## src/rtl/jt89_vol_sched.sv

```systemverilog
// jt89_vol_sched: volume scheduler for the JT89 PSG.
// Decodes CPU attenuation writes and holds the four attenuation registers.
// One registered 16-entry attenuation ROM is shared across ch0, ch1, ch2 and
// noise. All four levels reach the mixer together, with a one-cycle mix_en.
//
// Ports:
//   clk, rst            system clock, synchronous active-high reset
//   clk_en              sample-rate strobe; starts one scheduling pass
//   wr, din[7:0]        CPU write strobe and SN76489-format byte
//   tone[3:0]           generator outputs: [0]=ch0 [1]=ch1 [2]=ch2 [3]=noise
//   ch0/ch1/ch2/noise   9-bit unsigned levels to the mixer
//   mix_en              one-cycle pulse when a new level set is committed
//   busy                high while a pass is in progress
//   ovf                 sticky: a clk_en arrived during a pass and was dropped
module jt89_vol_sched (
  input  logic       rst,
  input  logic       clk,
  input  logic       clk_en,
  input  logic       wr,
  input  logic [7:0] din,
  input  logic [3:0] tone,
  output logic [8:0] ch0,
  output logic [8:0] ch1,
  output logic [8:0] ch2,
  output logic [8:0] noise,
  output logic       mix_en,
  output logic       busy,
  output logic       ovf
);

  localparam int unsigned NCH   = 4;
  localparam int unsigned ATT_W = 4;
  localparam int unsigned LVL_W = 9;
  localparam int unsigned CNT_W = 3;
  localparam int unsigned IDX_W = 2;

  typedef enum logic [1:0] {
    S_IDLE   = 2'd0,
    S_RUN    = 2'd1,
    S_COMMIT = 2'd2
  } state_e;

  state_e                        state_q, state_d;
  logic [NCH-1:0][ATT_W-1:0]     att_q, att_d;
  logic [NCH-1:0][ATT_W-1:0]     snap_att_q, snap_att_d;
  logic [NCH-1:0]                snap_tone_q, snap_tone_d;
  logic [CNT_W-1:0]              cnt_q, cnt_d;
  logic [LVL_W-1:0]              rom_q, rom_d;
  logic [NCH-1:0][LVL_W-1:0]     lvl_q, lvl_d;
  logic [NCH-1:0][LVL_W-1:0]     out_q, out_d;
  logic                          mix_en_q, mix_en_d;
  logic                          busy_q, busy_d;
  logic                          ovf_q, ovf_d;

  logic [ATT_W-1:0]              rom_addr;
  logic [IDX_W-1:0]              cap_idx;

  // 2 dB per step: round(511 * 10^(-k/10)), last entry forced to silence
  function automatic logic [LVL_W-1:0] rom_lut(input logic [ATT_W-1:0] k);
    logic [LVL_W-1:0] v;
    unique case (k)
      4'd0:    v = 9'd511;
      4'd1:    v = 9'd406;
      4'd2:    v = 9'd322;
      4'd3:    v = 9'd256;
      4'd4:    v = 9'd203;
      4'd5:    v = 9'd162;
      4'd6:    v = 9'd128;
      4'd7:    v = 9'd102;
      4'd8:    v = 9'd81;
      4'd9:    v = 9'd64;
      4'd10:   v = 9'd51;
      4'd11:   v = 9'd41;
      4'd12:   v = 9'd32;
      4'd13:   v = 9'd26;
      4'd14:   v = 9'd20;
      default: v = 9'd0;
    endcase
    return v;
  endfunction

  // Address slot is cnt_q; capture slot trails it by one cycle (ROM latency)
  assign rom_addr = snap_att_q[cnt_q[IDX_W-1:0]];
  assign cap_idx  = IDX_W'(cnt_q - CNT_W'(1));

  // Next-state, write decode and datapath
  always_comb begin
    state_d     = state_q;
    att_d       = att_q;
    snap_att_d  = snap_att_q;
    snap_tone_d = snap_tone_q;
    cnt_d       = cnt_q;
    rom_d       = rom_lut(rom_addr);
    lvl_d       = lvl_q;
    out_d       = out_q;
    mix_en_d    = 1'b0;
    busy_d      = busy_q;
    ovf_d       = ovf_q;

    // Attenuation byte: 1 cc 1 dddd; everything else belongs to tone logic
    if (wr && din[7] && din[4]) begin
      att_d[din[6:5]] = din[3:0];
    end

    unique case (state_q)
      S_IDLE: begin
        if (clk_en) begin
          // Snapshot uses the pre-write att value
          snap_att_d  = att_q;
          snap_tone_d = tone;
          cnt_d       = '0;
          busy_d      = 1'b1;
          state_d     = S_RUN;
        end
      end
      S_RUN: begin
        cnt_d = cnt_q + CNT_W'(1);
        if (cnt_q != '0) begin
          lvl_d[cap_idx] = snap_tone_q[cap_idx] ? rom_q : '0;
        end
        if (cnt_q == CNT_W'(NCH)) begin
          state_d = S_COMMIT;
        end
        if (clk_en) begin
          ovf_d = 1'b1;
        end
      end
      S_COMMIT: begin
        out_d    = lvl_q;
        mix_en_d = 1'b1;
        busy_d   = 1'b0;
        state_d  = S_IDLE;
        if (clk_en) begin
          ovf_d = 1'b1;
        end
      end
      default: begin
        state_d = S_IDLE;
        busy_d  = 1'b0;
      end
    endcase
  end

  // State and datapath registers
  always_ff @(posedge clk) begin
    if (rst) begin
      state_q     <= S_IDLE;
      att_q       <= {NCH{4'hF}};
      snap_att_q  <= {NCH{4'hF}};
      snap_tone_q <= '0;
      cnt_q       <= '0;
      rom_q       <= '0;
      lvl_q       <= '0;
      out_q       <= '0;
      mix_en_q    <= 1'b0;
      busy_q      <= 1'b0;
      ovf_q       <= 1'b0;
    end else begin
      state_q     <= state_d;
      att_q       <= att_d;
      snap_att_q  <= snap_att_d;
      snap_tone_q <= snap_tone_d;
      cnt_q       <= cnt_d;
      rom_q       <= rom_d;
      lvl_q       <= lvl_d;
      out_q       <= out_d;
      mix_en_q    <= mix_en_d;
      busy_q      <= busy_d;
      ovf_q       <= ovf_d;
    end
  end

  assign ch0    = out_q[0];
  assign ch1    = out_q[1];
  assign ch2    = out_q[2];
  assign noise  = out_q[3];
  assign mix_en = mix_en_q;
  assign busy   = busy_q;
  assign ovf    = ovf_q;

endmodule

```

## config.mk

```make
export PLATFORM = sky130hd
export DESIGN_NAME = jt89_vol_sched
export DESIGN_NICKNAME = d
export VERILOG_FILES = /design/src/rtl/jt89_vol_sched.sv
export SDC_FILE = /design/constraint.sdc
export NUM_CORES = 1
export LEC_CHECK = 0
export BUFFER_PORTS_ARGS = -buffer_cell sky130_fd_sc_hd__buf_2
export CORE_UTILIZATION = 45
export CTS_CLUSTER_DIAMETER = 40
export DETAILED_ROUTE_END_ITERATION = 16
export MAX_ROUTING_LAYER = met4
export PLACE_DENSITY = 0.71
export SYNTH_ARGS = -nofsm -noshare
export SYNTH_HDL_FRONTEND = slang
export SYNTH_SLANG_ARGS = --single-unit
export TNS_END_PERCENT = 20
```

## constraint.sdc

```tcl
create_clock -name clk -period 2.1 [get_ports clk]
set_input_delay 0.42 -clock clk [delete_from_list [all_inputs] [get_ports clk]]
set_output_delay 0.42 -clock clk [all_outputs]
set_load 0.05 [all_outputs]
```

==> summary.md <==
Counting along the longest clock path gives a buffer depth of 2. In this run the worst hold path is classified as in2reg. Dividing total power by cell area gives a power density of 956 nW/um^2.

The post-route netlist has 18.9% of its cells at a drive strength greater than 1. In the global route stage, met2 resource usage came out at 29.8%. Summed over all cells, the static leakage comes to 2.40 nW.

The tools report the internal power component as 4.43 mW. The via count of the first global-routing pass was 3385; the hold-critical path depth was 2. In this run, CTS created clock tree buffers numbering 17. The logs give 0 for the post-CTS resize count and 50.5% for the power share of the clock group. At the worst endpoint, the required time is 2.50 ns. The overflow left after global routing is 0, and the least setup slack across all paths after layout is 0.122 ns.

Measured against its own limit, the worst slew margin works out to 54.4%. The hold path endpoint is att_q[6]. Among all flip-flop cells after synthesis, the most frequent one is sky130_fd_sc_hd__dfxtp_1. The final period demand of the worst path works out to 1.98 ns. The first detailed-routing pass ran for 4 iterations. Of all nets on the critical path, the largest fanout is 9. Routability-driven placement congestion ratio: 0.769. Of the total power, combinational logic draws 6.6%. The logs give 10.2 mm for the total wire length after detailed routing and 0 for the number of buffers added to fix hold violations after cts.

After detailed placement, the design holds a cell count of 675. The Yosys step of the flow raised 0 warnings. The tool flagged a number of max-cap violations equal to 0. Synthesis produced a netlist whose cell count is 504. Net total in the final layout: 584. TritonCTS built the clock tree. For this run, the number of standard cells in the final layout without fillers is 706. The logs give 49.9% for the share of the yosys chip area belonging to registers and 0 for the count of nets left with antenna violations after detail routing. The number of synthesized register bits was 125. The clock reaches the later pin of the worst-skew pair after 0.52 ns. After global routing, the most crowded layer is met2. Relative to the synthesized area, the layout overhead comes to 19.8%.

After synthesis, the mean cell area works out to 9.95 sq um. Setup total negative slack on the finished layout was measured at 0 ns. The tools report the origin of the critical flop-to-flop path as cnt_q[0].

The count of inserted antenna diode cells was 0; the final routed wire length divided by cell count was 14.5 um. In the layout the commonest cells are sky130_fd_sc_hd__dfxtp_1 (125), sky130_fd_sc_hd__nor2_1 (87), sky130_fd_sc_hd__mux2i_1 (69), sky130_fd_sc_hd__buf_2 (53), sky130_fd_sc_hd__a211o_1 (32). The library cell used most frequently in the layout, excluding fill and tap cells, is sky130_fd_sc_hd__dfxtp_1. Synthesis instantiated 37 different standard cells from the library. Clock edge transition at the registers on the reported setup and hold paths: 0.06 ns.

For met3 alone, demand over resource in global routing was 5.08%. The final route contains 3712 vias. The final hold slack was 0.150 ns; the die boundary height was 108 um. The count of cells along the worst register-to-register path works out to 6. Number of endpoints failing setup at the final stage: 0. The flow ran to the end, and the final reports show no timing, DRC or antenna violations.

The number of placement rows came out at 38. During placement, the flow inserted port buffers numbering 54. For the endpoint arrival time on the critical path, the log shows 2.38 ns.

Kind of start point of the critical path: a flop. Using the TritonRoute via totals, the vias-per-cell ratio works out to 5.26. The run gives 0 as the final hold violation count. Hold path startpoint: din[2].

Synthesized cell area: 5020 sq um. For met1 alone, demand over resource in global routing was 23.3%. The design draws 5.74 mW. Once the clock tree was built, the setup fixing pass inserted 0 buffers. The global router's overall resource usage was 18.8%; the worst clock skew was 0.0107 ns.

The startpoint-to-endpoint class of the critical path is reg2reg. With fillers left out, the area of the finished cells amounts to 6010 sq um. Entering global routing, the biggest net connects 61 pins. The number of nets handed over by synthesis was 534.

During I/O placement, the number of pins put on the boundary was 55. For the number of slew-limit violations in the final report, the log shows 0. The sum of net half-perimeters after detailed placement is 6.73 mm. In this run the clock root is driven by a sky130_fd_sc_hd__clkbuf_8. The power share of the sequential group is 42.9%. The transition time of the tightest slew-check pin was 0.683 ns; the maximum achievable frequency was 0.505 GHz.

The detailed-route DRC error count was 0; the first-iteration detailed-routing DRC count was 208. Dividing the final minimum period by the clock period gives 94.2%. The capture point of the worst reg-to-reg path is lvl_q[0].

The die covers 11600 sq um. The region available for standard cell placement spans 10800 sq um. The fraction of power spent switching nets is 22.9%, and the total net switching power is 1.32 mW.

In this run the horizontal extent of the chip is 108 um. Of all flip-flops after synthesis, the portion carrying an async set or reset was 0%. The logs give 4 for the number of H-tree levels and 0.12 ns for the reg-to-reg setup timing slack. Counting flops with a built-in enable in the synthesized netlist gives 0. The worst setup path is captured at a flop.

Setup repair after global routing left no endpoint under its margin. The run gives 0 as the initial antenna violation count. For this configuration, the core starts out at a cell density of 46.3%.

The post-detailed-placement cell area was 5420 sq um; the number of sinks handled by clock tree synthesis was 125. Prior to clock tree synthesis, the placed netlist has a worst setup slack of 0.159 ns. IR analysis of the VDD net gives a maximum drop of 0.468 mV.

The first global-routing pass estimated 16.5 mm of wire. The tools report the end-of-flow core utilization as 55.4%.
==> power by group through the flow <==
stage                     combinational, mW  clock [mW]  sequential [mW]
after CTS                             0.383        2.94             2.46
after detailed placement              0.381           0             2.51
after floorplan                       0.289           0             2.52
final                                 0.382        2.90             2.46
after global routing                  0.420        3.06             2.47
after global placement                0.369           0             2.51
==> critical path: stages, from the launching register on <==
cell,delay [ns]
sky130_fd_sc_hd__dfxtp_1,0.32
sky130_fd_sc_hd__inv_1,0.07
sky130_fd_sc_hd__ha_1,0.35
sky130_fd_sc_hd__mux4_2,0.61
sky130_fd_sc_hd__and2_1,0.26
sky130_fd_sc_hd__mux2i_1,0.18
sky130_fd_sc_hd__nor2_1,0.07
==> per-layer routing <==
layer / vias to the layer above / share of wire, %
met1: 1811 / 47
met2: 56 / 49
li1: 1835 / -
met4: 0 / 0.83
met5: - / 0
met3: 10 / 3.3
==> Yosys cell counts (all sizes together), types with 2 or more instances <==
cell,n,area share [%]
xnor2,2,0.35
mux4,5,2.2
ha,14,3.5
and3,20,2.5
a211o,32,5.6
clkbuf,23,1.7
nor2b,13,1.6
inv,13,0.97
mux2i,69,14
nor2,88,6.7
nor3,5,0.60
nand3b,2,0.30
nand3,8,0.80
or2,2,0.25
a211oi,3,0.65
a21oi,21,2.1
and2,9,1.1
buf,11,1.5
nand2,28,2.1
dfxtp,125,50
o21ai,2,0.20
==> registers in the layout (all words and copies together) (netlist names), 9 cells and up <==
| signal | flops |
|---|---|
| rom_q | 9 |
| snap_att_q | 16 |
| ch1 | 9 |
| att_q | 16 |
| ch0 | 9 |
| noise | 9 |
| ch2 | 9 |
| lvl_q | 36 |
==> worst max-delay path by stage <==
stage | end | from | cells after the start
after floorplan | lvl_q[19] | cnt_q[1] | 7
after global placement | lvl_q[5] | cnt_q[0] | 6
after detailed placement | lvl_q[23] | cnt_q[0] | 6
after CTS | lvl_q[0] | cnt_q[0] | 6
after global routing | lvl_q[21] | cnt_q[0] | 6
final | lvl_q[0] | cnt_q[0] | 6
==> cell type report <==
cell class / count / area [sq um]
clock buffer: 19 / 432
clock inverter: 12 / 161
fill: 960 / 4830
inverter: 13 / 48.8
multi-input combinational: 332 / 2310
sequential: 125 / 2500
tap: 140 / 175
timing repair buffer: 65 / 380
==> cells by family (layout without fill, tap and decap cells) <==
| kind of cell | Yosys count | after routing | share of synthesized area (%) |
|---|---|---|---|
| AOI/OAI and AO/OA | 64 | 64 | 9.55 |
| xor gates and xnor gates | 2 | 2 | 0.349 |
| adders and majority gates | 14 | 14 | 3.49 |
| buffers and inverters | 47 | 109 | 4.16 |
| DFF | 125 | 125 | 49.9 |
| muxes | 74 | 74 | 16.0 |
| and+or+nand+nor | 178 | 178 | 16.6 |
(Power assumes the default switching activity.)
